### config.mk
export PLATFORM = sky130hd
export DESIGN_NAME = audio_dsm_fifo_out_flat
export DESIGN_NICKNAME = d
export VERILOG_FILES = /design/src/rtl/audio_dsm_fifo_out_if.sv /design/src/rtl/audio_dsm_fifo_out.sv /design/src/flat_wrapper.sv
export SDC_FILE = /design/constraint.sdc
export NUM_CORES = 1
export LEC_CHECK = 0
export CAP_MARGIN = 20
export CORE_ASPECT_RATIO = 0.9
export CORE_MARGIN = 5
export CORE_UTILIZATION = 35
export CTS_BUF_LIST = sky130_fd_sc_hd__clkbuf_2 sky130_fd_sc_hd__clkbuf_4 sky130_fd_sc_hd__clkbuf_8
export DETAILED_ROUTE_END_ITERATION = 8
export HOLD_SLACK_MARGIN = 0.05
export PLACE_DENSITY = 0.55
export SYNTH_ARGS = -nofsm -noshare
export SYNTH_HDL_FRONTEND = slang
export SYNTH_SLANG_ARGS = --single-unit
### constraint.sdc
create_clock -name clk -period 3.2 [get_ports clk]
set_input_delay 0.64 -clock clk [delete_from_list [all_inputs] [get_ports clk]]
set_output_delay 0.64 -clock clk [all_outputs]
set_load 0.01 [all_outputs]
### src/rtl/audio_dsm_fifo_out_if.sv
// Bus interface for audio_dsm_fifo_out.
// Producer side: wreq/sample push frames and clr_flags clears the sticky flags.
// Consumer side: ready/level report FIFO state, sample_tick marks sample
// periods, underrun/overflow are sticky flags, dac_out is the 1-bit DAC output
// of each channel.
// slave  : the DAC block (drives status and dac_out)
// master : the frame producer (drives wreq/sample/clr_flags)
interface audio_dsm_fifo_out_if #(
  parameter int unsigned AUDIO_BITS = 12,
  parameter int unsigned CHANNELS   = 2,
  parameter int unsigned FIFO_DEPTH = 8
) ();
  localparam int unsigned FRAME_W = CHANNELS * AUDIO_BITS;
  localparam int unsigned LVL_W   = $clog2(FIFO_DEPTH + 1);

  logic               wreq;
  logic [FRAME_W-1:0] sample;
  logic               clr_flags;
  logic               ready;
  logic [LVL_W-1:0]   level;
  logic               sample_tick;
  logic               underrun;
  logic               overflow;
  logic [CHANNELS-1:0] dac_out;

  modport slave (
    input  wreq, sample, clr_flags,
    output ready, level, sample_tick, underrun, overflow, dac_out
  );

  modport master (
    output wreq, sample, clr_flags,
    input  ready, level, sample_tick, underrun, overflow, dac_out
  );
endinterface

### src/rtl/audio_dsm_fifo_out.sv
// Multi-channel PCM frame FIFO feeding first-order delta-sigma 1-bit DACs.
// Frames are queued through bus.wreq/bus.sample. A sample-rate divider raises
// sample_tick once per SAMPLE_DIV clocks; the IDLE/RUN state machine starts
// playback once PRIME_LEVEL frames are queued and then pops one frame per tick
// into the per-channel PCM registers. Each channel modulator converts its PCM
// value into a ones-density of pcm/2^AUDIO_BITS on bus.dac_out.
// Ports: clk (system clock), aclr_ (async active-low reset),
//        bus (audio_dsm_fifo_out_if.slave, see interface header).
// Option: define AUDIO_DSM_HOLD_LAST_EN to hold the last popped frame on
//         underrun instead of loading zero.
module audio_dsm_fifo_out #(
  parameter int unsigned AUDIO_BITS  = 12,
  parameter int unsigned CHANNELS    = 2,
  parameter int unsigned FIFO_DEPTH  = 8,
  parameter int unsigned SAMPLE_DIV  = 4096,
  parameter int unsigned PRIME_LEVEL = FIFO_DEPTH / 2
) (
  input  logic                 clk,
  input  logic                 aclr_,
  audio_dsm_fifo_out_if.slave  bus
);
  localparam int unsigned FRAME_W = CHANNELS * AUDIO_BITS;
  localparam int unsigned PTR_W   = $clog2(FIFO_DEPTH);
  localparam int unsigned LVL_W   = $clog2(FIFO_DEPTH + 1);
  localparam int unsigned DIV_W   = $clog2(SAMPLE_DIV);
  localparam int unsigned ACC_W   = AUDIO_BITS + 1;

  typedef enum logic {S_IDLE, S_RUN} state_t;

  state_t               r_state;
  state_t               w_state_nxt;
  logic [DIV_W-1:0]     r_div;
  logic                 r_tick;
  logic [PTR_W-1:0]     r_wr_ptr;
  logic [PTR_W-1:0]     r_rd_ptr;
  logic [LVL_W-1:0]     r_level;
  logic [LVL_W-1:0]     w_level_nxt;
  logic                 r_ready;
  logic                 r_underrun;
  logic                 r_overflow;
  logic [FRAME_W-1:0]   r_mem [FIFO_DEPTH];
  logic [AUDIO_BITS-1:0] r_pcm [CHANNELS];
  logic [ACC_W-1:0]     r_acc [CHANNELS];
  logic [FRAME_W-1:0]   w_head;
  logic                 w_push;
  logic                 w_drop;
  logic                 w_pop;
  logic                 w_urun;

  // A write is only admitted against the registered ready, never a same-cycle pop.
  assign w_push = bus.wreq & r_ready;
  assign w_drop = bus.wreq & ~r_ready;
  assign w_head = r_mem[r_rd_ptr];

  // Sample-period divider; r_tick is high exactly while r_div == SAMPLE_DIV-1.
  always_ff @(posedge clk or negedge aclr_) begin
    if (!aclr_) begin
      r_div  <= '0;
      r_tick <= 1'b0;
    end else begin
      if (r_div == DIV_W'(SAMPLE_DIV - 1)) r_div <= '0;
      else                                 r_div <= r_div + DIV_W'(1);
      r_tick <= (r_div == DIV_W'(SAMPLE_DIV - 2));
    end
  end

  // Playback state register.
  always_ff @(posedge clk or negedge aclr_) begin
    if (!aclr_) r_state <= S_IDLE;
    else        r_state <= w_state_nxt;
  end

  // Next state and tick actions; decisions use the pre-push level so a frame
  // written in the tick cycle is never popped in that cycle.
  always_comb begin
    w_state_nxt = r_state;
    w_pop       = 1'b0;
    w_urun      = 1'b0;
    if (r_tick) begin
      case (r_state)
        S_IDLE: begin
          if (r_level >= LVL_W'(PRIME_LEVEL)) begin
            w_pop       = 1'b1;
            w_state_nxt = S_RUN;
          end
        end
        S_RUN: begin
          if (r_level != '0) begin
            w_pop = 1'b1;
          end else begin
            w_urun      = 1'b1;
            w_state_nxt = S_IDLE;
          end
        end
        default: w_state_nxt = S_IDLE;
      endcase
    end
  end

  // Occupancy after this cycle's push/pop.
  always_comb begin
    w_level_nxt = r_level;
    if (w_push && !w_pop)      w_level_nxt = r_level + LVL_W'(1);
    else if (w_pop && !w_push) w_level_nxt = r_level - LVL_W'(1);
  end

  // FIFO pointers, level, ready and sticky flags (set wins over clear).
  always_ff @(posedge clk or negedge aclr_) begin
    if (!aclr_) begin
      r_wr_ptr   <= '0;
      r_rd_ptr   <= '0;
      r_level    <= '0;
      r_ready    <= 1'b1;
      r_underrun <= 1'b0;
      r_overflow <= 1'b0;
    end else begin
      if (w_push) r_wr_ptr <= r_wr_ptr + PTR_W'(1);
      if (w_pop)  r_rd_ptr <= r_rd_ptr + PTR_W'(1);
      r_level <= w_level_nxt;
      r_ready <= (w_level_nxt < LVL_W'(FIFO_DEPTH));
      if (w_urun)             r_underrun <= 1'b1;
      else if (bus.clr_flags) r_underrun <= 1'b0;
      if (w_drop)             r_overflow <= 1'b1;
      else if (bus.clr_flags) r_overflow <= 1'b0;
    end
  end

  // Frame storage, not reset.
  always_ff @(posedge clk) begin
    if (w_push) r_mem[r_wr_ptr] <= bus.sample;
  end

  // PCM registers and first-order modulators; the carry out of the
  // accumulator is the 1-bit DAC output.
  always_ff @(posedge clk or negedge aclr_) begin
    if (!aclr_) begin
      for (int ch = 0; ch < int'(CHANNELS); ch++) begin
        r_pcm[ch] <= '0;
        r_acc[ch] <= '0;
      end
    end else begin
      for (int ch = 0; ch < int'(CHANNELS); ch++) begin
        if (w_pop) begin
          r_pcm[ch] <= w_head[ch*AUDIO_BITS +: AUDIO_BITS];
        end
`ifndef AUDIO_DSM_HOLD_LAST_EN
        else if (w_urun) begin
          r_pcm[ch] <= '0;
        end
`endif
        r_acc[ch] <= {1'b0, r_acc[ch][AUDIO_BITS-1:0]} + {1'b0, r_pcm[ch]};
      end
    end
  end

  assign bus.ready       = r_ready;
  assign bus.level       = r_level;
  assign bus.sample_tick = r_tick;
  assign bus.underrun    = r_underrun;
  assign bus.overflow    = r_overflow;

  for (genvar g = 0; g < int'(CHANNELS); g++) begin : g_dac
    assign bus.dac_out[g] = r_acc[g][AUDIO_BITS];
  end

endmodule
### src/flat_wrapper.sv
// flat-port wrapper written by rule: the top's interface ports become plain ports
module audio_dsm_fifo_out_flat 
#(
  parameter int unsigned AUDIO_BITS  = 12,
  parameter int unsigned CHANNELS    = 2,
  parameter int unsigned FIFO_DEPTH  = 8,
  parameter int unsigned SAMPLE_DIV  = 4096,
  parameter int unsigned PRIME_LEVEL = FIFO_DEPTH / 2
)
  (clk, aclr_, bus_wreq, bus_sample, bus_clr_flags, bus_ready, bus_level, bus_sample_tick, bus_underrun, bus_overflow, bus_dac_out);
  audio_dsm_fifo_out_if #(.AUDIO_BITS(AUDIO_BITS), .CHANNELS(CHANNELS), .FIFO_DEPTH(FIFO_DEPTH)) bus_i ();
  input  logic clk;
  input  logic aclr_;
  input wire logic [$bits(bus_i.wreq)-1:0] bus_wreq;
  input wire logic [$bits(bus_i.sample)-1:0] bus_sample;
  input wire logic [$bits(bus_i.clr_flags)-1:0] bus_clr_flags;
  output wire logic [$bits(bus_i.ready)-1:0] bus_ready;
  output wire logic [$bits(bus_i.level)-1:0] bus_level;
  output wire logic [$bits(bus_i.sample_tick)-1:0] bus_sample_tick;
  output wire logic [$bits(bus_i.underrun)-1:0] bus_underrun;
  output wire logic [$bits(bus_i.overflow)-1:0] bus_overflow;
  output wire logic [$bits(bus_i.dac_out)-1:0] bus_dac_out;
  assign bus_i.wreq = bus_wreq;
  assign bus_i.sample = bus_sample;
  assign bus_i.clr_flags = bus_clr_flags;
  assign bus_ready = bus_i.ready;
  assign bus_level = bus_i.level;
  assign bus_sample_tick = bus_i.sample_tick;
  assign bus_underrun = bus_i.underrun;
  assign bus_overflow = bus_i.overflow;
  assign bus_dac_out = bus_i.dac_out;
  audio_dsm_fifo_out #(.AUDIO_BITS(AUDIO_BITS), .CHANNELS(CHANNELS), .FIFO_DEPTH(FIFO_DEPTH), .SAMPLE_DIV(SAMPLE_DIV), .PRIME_LEVEL(PRIME_LEVEL)) u_core (.clk(clk), .aclr_(aclr_), .bus(bus_i));
endmodule
# Word-level counts from Yosys, hierarchy flattened

Memories as Yosys holds them, arrays and structs flattened.
Cells that the tools add are included.
W data, S select, Z words.

Memory bits (read-only): 0
RAM bits: 192
Memories kept: 1
Flip-flop bits (word level): 77
Output and inout port bits: 10
Logic and storage cells: 55
Bits in latches: 0

Bitwise operators: 4
Magnitude comparators: 2
$add $sub $neg: 7
Shifts and indexed selects: 0
Reduce and logical (&&, ||, !) cells: 8
Div/mod/pow operators: 0
Multiplexer cells: 18
Equal/unequal tests: 2
$mul: 0

Memories:

| name         | depth | width | rd ports | clocked after memory_dff | wr ports | line                     | RTL |
|---|---|---|---|---|---|---|---|
| u_core.r_mem | 8     | 24    | 1        | 0                        | 1        | audio_dsm_fifo_out.sv:41 | `logic [FRAME_W-1:0] r_mem [FIFO_DEPTH];` |

Operator list:

| operator                | count |
|---|---|
| $mux W12                | 4 |
| $add A12 B12 Y13        | 2 |
| $eq A12 B12 Y1 const B  | 2 |
| $add A12 B1 Y12 const B | 1 |
| $mux W1                 | 11 |
| $mux W4                 | 2 |
| $add A3 B1 Y3 const B   | 2 |
| $reduce_bool A2 Y1      | 3 |
| $add A4 B1 Y4 const B   | 1 |
| $ge A4 B3 Y1 const B    | 1 |
| $lt A4 B4 Y1 const B    | 1 |
| $reduce_bool A4 Y1      | 1 |
| $sub A4 B1 Y4 const B   | 1 |
| $and A1 B1 Y1           | 2 |
| $logic_and A1 B1 Y1     | 2 |
| $logic_not A1 Y1        | 2 |
| $not A1 Y1              | 2 |
| $pmux W1 S2             | 1 |

# Depth between registers and ports, before layout

Depth in word-level cells: 8
Gate-level depth with buffers: 11

# Worst setup path before layout

OpenSTA, ideal clock, no wires.

Kind: in2reg
Start: input port bus_wreq
End: memory u_core.r_mem[0][0] (netlist name) (enable)
Path slack: 0.026 ns
Arrival: 2.739 ns
Data required time: 2.765 ns
Path buffers: 0
Stages on the path: 3
Cells stage by stage: nand2_1 -> or2_2 -> nor3_1

Longest elaborated chain between the ends: 3

RTL lines:

| item                          | line                      | RTL |
|---|---|---|
| start, declared               | flat_wrapper.sv:14        | `input wire logic [$bits(bus_i.wreq)-1:0] bus_wreq;` |
| $and A1 B1 Y1                 | audio_dsm_fifo_out.sv:51  | `assign w_push = bus.wreq & r_ready;` |
| $mux W1                       | audio_dsm_fifo_out.sv:130 | `if (w_push) r_mem[r_wr_ptr] <= bus.sample;` |
| $mux W1 (implied by the code) | audio_dsm_fifo_out.sv:130 |  |
| end, declared                 | audio_dsm_fifo_out.sv:41  |  |

No other way between the ends.

# Worst setup path in the final report

Start: register u_core.r_level[0] (netlist: u_core.bus.level[0])
End: register u_core.r_ready (netlist: u_core.bus.ready)

Longest elaborated chain between the ends: 8
Elaborated cells between the ends (all ways): 14
Those cells by class: add/sub (2); order compare (2); mux (6); reduce/logical (4)

RTL lines:

| item                                                           | line                                                 | RTL |
|---|---|---|
| start, declared                                                | audio_dsm_fifo_out.sv:36                             | `logic [LVL_W-1:0] r_level;` |
| start signal, assigned                                         | audio_dsm_fifo_out.sv:119                            | `r_level <= w_level_nxt;` |
| $ge A4 B3 Y1 / $reduce_bool A4 Y1 (equally long branches)      | audio_dsm_fifo_out.sv:82, audio_dsm_fifo_out.sv:88   |  |
| $mux W1, on equally long branches                              | audio_dsm_fifo_out.sv:82, audio_dsm_fifo_out.sv:88   |  |
| $pmux W1 S2                                                    | audio_dsm_fifo_out.sv:80                             | `case (r_state)` |
| $mux W1                                                        | audio_dsm_fifo_out.sv:79                             | `if (r_tick) begin` |
| $logic_and A1 B1 Y1 / $logic_not A1 Y1 (equally long branches) | audio_dsm_fifo_out.sv:104, audio_dsm_fifo_out.sv:103 |  |
| $mux W4 / $logic_and A1 B1 Y1 (equally long branches)          | audio_dsm_fifo_out.sv:104, audio_dsm_fifo_out.sv:103 |  |
| $mux W4 (*)                                                    | audio_dsm_fifo_out.sv:103                            | `if (w_push && !w_pop) w_level_nxt = r_level + LVL_W'(1);` |
| net u_core.w_level_nxt[3]                                      | audio_dsm_fifo_out.sv:37                             | `logic [LVL_W-1:0] w_level_nxt;` |
| $lt A4 B4 Y1 (*)                                               | audio_dsm_fifo_out.sv:120                            | `r_ready <= (w_level_nxt < LVL_W'(FIFO_DEPTH));` |
| end signal, assigned                                           | audio_dsm_fifo_out.sv:120                            |  |
| end, declared                                                  | audio_dsm_fifo_out.sv:38                             | `logic r_ready;` |

The timed path passes the listed nets; every way through them passes the cells marked *.
A chain may end at the register's enable or synchronous reset.

==> impl_metrics.yaml <==
placement:
  io_buffers: 37
  place.gp.congestion: 0.7794
  place_inst: 1100
  hpwl_um: 13120
power_and_ir_drop:
  power.density_nw_per_um2: 600.7
  intPower_mw: 5.836
  power_frac_clock_pct: 35.4
  p_leak_nw: 4.682
  power_frac_comb_pct: 9.2
  p_sw_share_pct: 24.34
  seqPwrFrac_pct: 55.4
  peakVddDrop_mv: 0.3410
  p_switching_mw: 1.878
logic_synthesis:
  ys_ff_latch: 269
  avgSynthCellArea_um2: 16.70
  ys_async_sr_fraction_pct: 28.62
  synth.distinct_cells: 58
  synth-edff-count: 192
  synth_warnings: 0
  ys_seq_area_share_pct: 69.28
  netlist_instances: 665
  syn-num-nets: 727
  syn_area_um2: 11100
  synthFlopType: "edfxtp_1"
final_layout:
  nNetsFinal: 801
  num_antenna_cells: 0
  post-route-util_pct: 41.23
  area_growth_pct: 15.63
  layout.cells.non_filler: 1175
  drive_above_1_share_pct: 19.71
cts:
  clock-root-buffer: "clkbuf_8"
  cts_buffers: 44
  cts_tree: "done"
  clk-insertion-delay-late_ps: 560
  cts_max_level: 2
  cts_hold_buf: 0
  post_cts_buffers: 0
  clockBufferDepth: 3
  clock_sinks: 269
  cts.clk_slew.worst_paths_ps: 60
  postCtsResizedCells: 0
timing:
  setup_tns_ps: 0
  slew_headroom_pct: 67.64
  period_needed_ps: 2514
  finalSetupViolCount: 0
  hold_violations: 0
  worstMarginPinSlew_ps: 485.4
  drv_slew: 0
  rsz0062_at_grt: "no"
  fin_crit_sh_pct: 78.56
  whs_ps: 464.9
  timing.fmax_mhz: 397.8
  skew_ps: 25.02
run_status:
  status: "finished, final reports clean"
worst_hold_path:
  min_path_type: "in2async"
global_route:
  grtUsageTotal_pct: 12.23
  grt_max_degree: 78
  antenna_found_initial: 0
  grt_overflow: 0
  grt_pass1_vias: 6178
  grt_pass1_wl_um: 33820
routing:
  drc: 0
  vias: 5777
  drt_iter0_markers: 278
  firstDrtPassIters: 6
  viasPerCell: 4.917
  drt-wirelength-per-cell_um: 17.89
  routed_wl_um: 21020
  postRouteAntennaNets: 0
worst_setup_path:
  arrival_ps: 2990
  crit_path_end_kind: "flip-flop"
  worstPathCellList: "inv_1, ha_1, nor2b_1, o31ai_4, buf_4, ha_1, nand2b_1, o41ai_1, xor2_1, inv_1"
  criticalPathCategory: "reg2reg"
  crit_family: "adder cells"
  worst_setup_path_start_kind: "flip-flop"
  path_buf_inv: 3
  critPathMaxFanout: 28
  cp_slowest_cell: "dfrtp_1"
  slowest_delay_ps: 460
  critPathRequiredTime_ps: 3680
die:
  initial_core_util_pct: 35.66
  core_um2: 31140
  die_h_um: 179.0
  io_pins: 38
  fp.dieW_um: 197.8
  fp.dieArea_um2: 35390
  row_count: 61
run:
  drv_cap: 0
-- worst paths after layout --
check                                          from  slack (ps)  depth (start not counted)             endpoint
max in group asynchronous                     aclr_        2160                          3      u_core.r_acc[1]
worst min register to register      u_core.r_div[0]         490                          1      u_core.r_div[0]
worst max-delay path            u_core.bus.level[0]         690                         10     u_core.bus.ready
worst max register to register  u_core.bus.level[0]         690                         10     u_core.bus.ready
min in group clk                    u_core.r_div[0]         490                          1      u_core.r_div[0]
worst min-delay path                          aclr_         460                          2  u_core.bus.level[1]
-- synthesized netlist by cell type (all sizes together) (2+ instances only) --
cell | n | area [µm²]
and3 | 3 | 18.77
nand2b | 7 | 43.79
dfrtp | 76 | 1902
nand2 | 47 | 176.4
nor3 | 8 | 40.04
and4 | 2 | 20.02
or4b | 2 | 20.02
o21a | 4 | 30.03
clkbuf | 8 | 30.03
o21bai | 3 | 22.52
nand3 | 7 | 35.03
o21ai | 36 | 180.2
o31ai | 3 | 27.52
fa | 2 | 40.04
nand4 | 9 | 56.30
a2111oi | 2 | 23.77
ha | 32 | 400.4
xnor2 | 15 | 131.4
nor2b | 5 | 31.28
inv | 21 | 78.82
o2111ai | 2 | 17.52
a21oi | 15 | 75.07
o31a | 2 | 17.52
xor2 | 12 | 105.1
nor3b | 2 | 15.01
a31oi | 5 | 31.28
mux4 | 48 | 1081
nor2 | 28 | 120.1
mux2i | 24 | 240.2
edfxtp | 192 | 5766
buf | 17 | 106.4
and2 | 3 | 18.77
a21o | 8 | 61.31
-- metrics by stage --
step           total power, mW  setup WS, ps  area, µm²
5_1_grt                  8.106         497.9      12840
3_5_place_dp             5.065         659.5      12010
2_1_floorplan            4.677         26.32      11100
4_1_cts                  7.851         653.4      12800
6_report                 7.713         686.1      12840
3_3_place_gp             5.009         707.4      12010
-- power by group through the flow --
stage | combinational [mW] | clock, mW | sequential, mW
floorplan | 0.357 | 0 | 4.32
global placement | 0.691 | 0 | 4.32
detailed placement | 0.722 | 0 | 4.34
CTS | 0.726 | 2.85 | 4.27
global route | 0.780 | 3.02 | 4.30
finish | 0.711 | 2.73 | 4.27
-- area by class of cell --
cell class                      instances  area [µm²]
Fill cell                            2817       18300
Sequential cell                       269        7696
Tap cell                              409       511.7
Inverter                               21       78.83
Clock inverter                         17       100.1
Multi-Input combinational cell        350        3234
Clock buffer                           56       695.7
Timing Repair Buffer                   53       523.0
-- worst reg2reg max path: stages, from the launching register on --
cell and delay, ps:
dfrtp_1 460, inv_1 80, ha_1 240, nor2b_1 220, o31ai_4 80, buf_4 230, ha_1 300, nand2b_1 220
o41ai_1 350, xor2_1 220, inv_1 60
-- state kept, by name (all words and copies together), names as in the netlist --
signal / flops
u_core.r_acc: 24
u_core.bus.dac_out: 2
u_core.r_div: 12
u_core.r_state: 1
u_core.bus.sample_tick: 1
u_core.r_rd_ptr: 3
u_core.bus.overflow: 1
u_core.r_wr_ptr: 3
u_core.bus.ready: 1
u_core.r_mem: 192
u_core.r_pcm: 24
u_core.bus.level: 4
u_core.bus.underrun: 1
-- kinds of logic after synthesis --
family	share of synthesized area [%]
mux	12.00
fa+ha+maj	3.966
xor+xnor	2.130
simple gates	5.713
buf+inv	1.938
flops	69.28
compound gates	4.969
-- placed cells by master (no fill, tap or decap), types with 12 or more instances in the layout --
cell type / n
clkbuf_4: 12
o21ai_1: 30
dfrtp_1: 74
clkdlybuf4s50_1: 36
mux4_2: 48
ha_1: 32
buf_4: 14
nor2_1: 16
clkbuf_8: 44
a21oi_1: 15
xor2_1: 12
xnor2_1: 15
nand2_1: 47
edfxtp_1: 192
mux2i_1: 24
inv_1: 20
nor2_2: 12
-- per-layer routing --
metal / GRT usage (%) / part of all wire, %
met3: 2.461 / 4.2
met1: 16.65 / 46
met4: 3.930 / 2.2
met2: 19.87 / 48
met5: 0 / 0
Note: power is estimated with default switching activity, not from simulation.
